**config.mk**
```make
export PLATFORM = sky130hd
export DESIGN_NAME = dm_store_buffer
export DESIGN_NICKNAME = d
export VERILOG_FILES = /design/src/rtl/dm_store_buffer.sv
export SDC_FILE = /design/constraint.sdc
export NUM_CORES = 1
export LEC_CHECK = 0
export BUFFER_PORTS_ARGS = -buffer_cell sky130_fd_sc_hd__buf_2
export CORE_UTILIZATION = 58
export CTS_CLUSTER_DIAMETER = 100
export DETAILED_ROUTE_END_ITERATION = 16
export GPL_TIMING_DRIVEN = 0
export MAX_ROUTING_LAYER = met4
export PLACE_DENSITY = 0.87
export SYNTH_ARGS = -nofsm -noshare
export SYNTH_HDL_FRONTEND = slang
export SYNTH_SLANG_ARGS = --single-unit
```
**constraint.sdc**
```tcl
create_clock -name Clk -period 5.2 [get_ports Clk]
set_clock_uncertainty 0.05 [all_clocks]
set_input_delay 0.78 -clock Clk [delete_from_list [all_inputs] [get_ports Clk]]
set_output_delay 0.78 -clock Clk [all_outputs]
set_load 0.01 [all_outputs]
```
**src/rtl/dm_store_buffer.sv**
```systemverilog
// ============================================================================
// Module      : dm_store_buffer
// Description : Posted-write store buffer in front of data memory. Converts
//               byte/half/word stores into lane-enabled word writes, queues
//               them FIFO-style, and flags loads that hit a pending word.
// Revision    : 1.0 - initial release
// ============================================================================
`default_nettype none

module dm_store_buffer #(
    parameter int         DEPTH  = 4,
    parameter int         PTR_W  = 2,
    parameter logic [1:0] TYPE_B = 2'b00,
    parameter logic [1:0] TYPE_H = 2'b01,
    parameter logic [1:0] TYPE_W = 2'b10
) (
    input  logic             Clk,
    input  logic             Reset,
    input  logic             St_Valid,
    output logic             St_Ready,
    input  logic [31:0]      St_Addr,
    input  logic [31:0]      St_Data,
    input  logic [1:0]       St_Type,
    input  logic [31:0]      St_PC,
    output logic             St_Err,
    input  logic             Ld_Valid,
    input  logic [31:0]      Ld_Addr,
    output logic             Ld_Stall,
    output logic             DM_WE,
    input  logic             DM_Ready,
    output logic [31:0]      DM_Addr,
    output logic [3:0]       DM_BE,
    output logic [31:0]      DM_Data,
    output logic [31:0]      DM_PC,
    output logic             Empty,
    output logic [PTR_W:0]   Count
);

    localparam logic [PTR_W:0] C_FULL = (PTR_W + 1)'(DEPTH);

    logic [29:0]      ent_addr [DEPTH];
    logic [3:0]       ent_be   [DEPTH];
    logic [31:0]      ent_data [DEPTH];
    logic [31:0]      ent_pc   [DEPTH];

    logic [PTR_W-1:0] wr_ptr;
    logic [PTR_W-1:0] rd_ptr;
    logic [PTR_W:0]   count;

    logic [3:0]       be_in;
    logic [31:0]      data_in;
    logic             misaligned;
    logic             accept;
    logic             push;
    logic             pop;
    logic             hit;
    logic [PTR_W-1:0] idx;
    logic [1:0]       ld_addr_unused;

    assign ld_addr_unused = Ld_Addr[1:0];

    // Unknown type encodings fall into the word path via the default arm.
    always_comb begin
        be_in      = 4'b1111;
        data_in    = St_Data;
        misaligned = 1'b0;
        case (St_Type)
            TYPE_B: begin
                be_in   = 4'b0001 << St_Addr[1:0];
                data_in = {4{St_Data[7:0]}};
            end
            TYPE_H: begin
                be_in      = St_Addr[1] ? 4'b1100 : 4'b0011;
                data_in    = {2{St_Data[15:0]}};
                misaligned = St_Addr[0];
            end
            default: begin
                be_in      = 4'b1111;
                data_in    = St_Data;
                misaligned = (St_Addr[1:0] != 2'b00);
            end
        endcase
    end

    assign St_Ready = (count != C_FULL);
    assign accept   = St_Valid && St_Ready;
    assign push     = accept && !misaligned;
    assign DM_WE    = (count != '0);
    assign pop      = DM_WE && DM_Ready;
    assign Empty    = (count == '0);
    assign Count    = count;

    assign DM_Addr  = {ent_addr[rd_ptr], 2'b00};
    assign DM_BE    = ent_be[rd_ptr];
    assign DM_Data  = ent_data[rd_ptr];
    assign DM_PC    = ent_pc[rd_ptr];

    always_ff @(posedge Clk or negedge Reset) begin
        if (!Reset) begin
            wr_ptr <= '0;
            rd_ptr <= '0;
            count  <= '0;
            St_Err <= 1'b0;
        end else begin
            if (push) wr_ptr <= wr_ptr + 1'b1;
            if (pop)  rd_ptr <= rd_ptr + 1'b1;
            case ({push, pop})
                2'b10:   count <= count + 1'b1;
                2'b01:   count <= count - 1'b1;
                default: count <= count;
            endcase
            St_Err <= accept && misaligned;
        end
    end

    // Entry payload needs no reset; validity comes only from rd_ptr/count.
    always_ff @(posedge Clk) begin
        if (push) begin
            ent_addr[wr_ptr] <= St_Addr[31:2];
            ent_be[wr_ptr]   <= be_in;
            ent_data[wr_ptr] <= data_in;
            ent_pc[wr_ptr]   <= St_PC;
        end
    end

    always_comb begin
        hit = 1'b0;
        idx = '0;
        for (int i = 0; i < DEPTH; i++) begin
            idx = rd_ptr + PTR_W'(i);
            if (((PTR_W + 1)'(i) < count) && (ent_addr[idx] == Ld_Addr[31:2]))
                hit = 1'b1;
        end
    end

    assign Ld_Stall = Ld_Valid && hit;

endmodule

`default_nettype wire
```
==> results.json <==
{
  "netlist_instances": 1052,
  "violations": "negative setup slack",
  "wl_per_cell_um": 29.74,
  "critPathMaxStageDelay_ns": 0.57,
  "crit_start": "rd_ptr[1]",
  "synthTopCellsByArea": "edfxtp_1, mux4_2, mux2i_1",
  "ant_nets": 0,
  "status": "finished, violations left",
  "place.gp.congestion": 0.9969,
  "drt-vias-per-instance": 6.506,
  "antenna_found_initial": 3,
  "yosysUniqueCellTypes": 56,
  "synth-async-reset-ratio_pct": 2.000,
  "critPathArrivalTime_ns": 4.38,
  "utilization_pct": 68.62,
  "htreeDepth": 2,
  "grt_setup_unrepaired": "no",
  "drtPass1Iterations": 8,
  "core-area_mm2": 0.03164,
  "synth.most_common_cell": "edfxtp_1",
  "portBuffers": 221,
  "drive_gt1_share_pct": 34.56,
  "power.density_mw_per_mm2": 551.7,
  "path_clk_slew_ns": 0.06,
  "cap_violations": 0,
  "dieArea_mm2": 0.03295,
  "yosysWarnings": 0,
  "ios": 243,
  "synthTopCellsByCount": "edfxtp_1, mux2i_1, mux4_2",
  "path_class": "reg2out",
  "drv_slew": 0,
  "grt_max_degree": 58,
  "grt-ovfl-total": 0,
  "cpMaxStageDelayCell": "mux2i_1",
  "max_freq_ghz": 0.1921,
  "ys_ff_latch": 400,
  "crit_chain": "buf_4 -> buf_4 -> buf_2 -> mux2i_1 -> o21ai_0 -> nor4b_1 -> o2111ai_1 -> nor4_1 -> o41a_1 -> buf_2",
  "path_max_fanout": 10,
  "fin_crit_sh_pct": 100.1,
  "peakVddDrop_mv": 0.3967,
  "synth_edf_count": 392,
  "drt_iter0_drc": 1249,
  "period_minus_slack_ns": 5.205,
  "cts_root_buffer": "clkbuf_16",
  "cts_resized": 0,
  "rows": 65,
  "cts.sinks": 400,
  "ys_seq_area_share_pct": 64.04,
  "grt_pass1_wl_um": 75800,
  "post_cts_buffers": 0,
  "cts_buffers": 41,
  "synthFlopType": "edfxtp_1",
  "fin_ws_ns": -0.005026,
  "layout.nets": 1466,
  "clk_latency_ns": 0.53,
  "track_usage_pct": 33.06,
  "grt_pass1_vias": 11686,
  "worst_slew_pin_slew_ns": 0.9145,
  "clock_path_buffers": 3,
  "wl_um": 52340,
  "vias": 11450,
  "cts_hold_buf": 0,
  "synth.avg_cell_area_um2": 17.77,
  "dpl.hpwl_um": 35690,
  "setup_violations": 1,
  "leakage_nw": 7.707,
  "startpoint_type": "flip-flop",
  "area_growth_pct": 16.14,
  "die_x_um": 181.5,
  "cp.required_ns": 4.37,
  "synth.top_cell.area_share_pct": 62.97,
  "final.setup.tns_ns": -0.005026,
  "die_h_um": 181.5,
  "end_kind": "output pin",
  "timing.rr.start": "Count[0]",
  "hold_viol_final": 0,
  "start_util_pct": 59.09,
  "min_path_type": "in2async",
  "max_slew_margin_pct": 38.81,
  "syn-cell-area_mm2": 0.01869,
  "synth_top_cell_by_area": "edfxtp_1",
  "cts_tree": "done",
  "drcViolationCount": 0
}
-- power by group --
group,leakage [nW],switching (mW),internal [mW]
Combinational,3.45,3.00,2.15
Clock,0.602,1.21,1.52
Sequential,3.65,0.139,3.96
-- layout make-up --
class                   count  area, um2
flip-flops and latches    400      11970
clock buffers              50       1060
clock inverters            25      190.2
well taps                 402      503.0
repair buffers            226       1236
plain buffers              69      422.9
fillers                  2027       9927
inverters                  11      41.29
diodes                      4      10.01
multi-input cells         573       6275
-- cells in the final DEF, fill, tap and decap left out, drive strengths merged, types with 9 or more instances in the layout --
cell type / Yosys / layout
xor2: 53 / 53
buf: 43 / 269
nor2: 23 / 23
xnor2: 48 / 48
mux2: 26 / 26
mux2i: 118 / 118
clkbuf: 26 / 76
ha: 9 / 9
inv: 11 / 11
nand2: 32 / 32
nand4: 12 / 12
o21ai: 25 / 25
clkinv: 0 / 21
a21oi: 19 / 19
mux4: 114 / 114
edfxtp: 392 / 392
nor4: 13 / 13
-- per-layer routing --
metal  vias up  global-route usage, %  wire length [um]
met4         0                  9.627              1736
met5         -                      -                 0
met2       726                  54.72             26070
met1      5808                  41.65             19380
met3       106                  6.659              5149
li1       4810                      -                 -
-- final timing paths --
kind	cells past startpoint	to	slack, ns
min reg2reg	2	Count[1]	0.55
max in group asynchronous	1	Count[1]	4.84
max	10	Ld_Stall	-0.005
min in group Clk	1	ent_pc[0][28]	0.40
min	1	St_Err	0.05
max reg2reg	7	ent_pc[1][6]	2.04
-- sequential cells by signal, summed over array words and instances, names as in the netlist --
name / flops
Count: 3
ent_addr: 120
wr_ptr: 2
ent_pc: 128
rd_ptr: 2
St_Err: 1
ent_data: 128
ent_be: 16
-- cells by family after synthesis --
group                      Yosys count  share of synthesized area [%]
muxes                              258                          21.72
and+or+nand+nor                    104                          2.798
adders and majority gates            9                         0.6024
xor gates and xnor gates           101                          4.732
buffers and inverters               80                          2.483
other                                1                        0.02006
DFF                                400                          64.04
AOI/OAI and AO/OA                   99                          3.601
-- worst max-delay path, delay by kind of cell (launching register included) --
| kind | cells | cell delay (ns) |
|---|---|---|
| and+or+nand+nor | 2 | 0.93 |
| buffers and inverters | 4 | 1.12 |
| AOI/OAI and AO/OA | 3 | 0.82 |
| DFF | 1 | 0.37 |
| muxes | 1 | 0.57 |
-- stage by stage --
stage          hold WS, ns  setup slack, ns  area [um2]  power, mW  std cells
3_5_place_dp        0.5302           0.7503       20450      9.220       1681
6_report           0.04841        -0.005026       21710      11.98       1760
3_3_place_gp        0.5199           -1.035       20310      9.198       1676
5_1_grt            0.04926          0.03316       21710      12.38       1759
2_1_floorplan       0.4344            1.071       18700      7.452       1053
4_1_cts            0.03894           0.1370       21700      11.97       1756
Power figures use the tool's default switching activity.
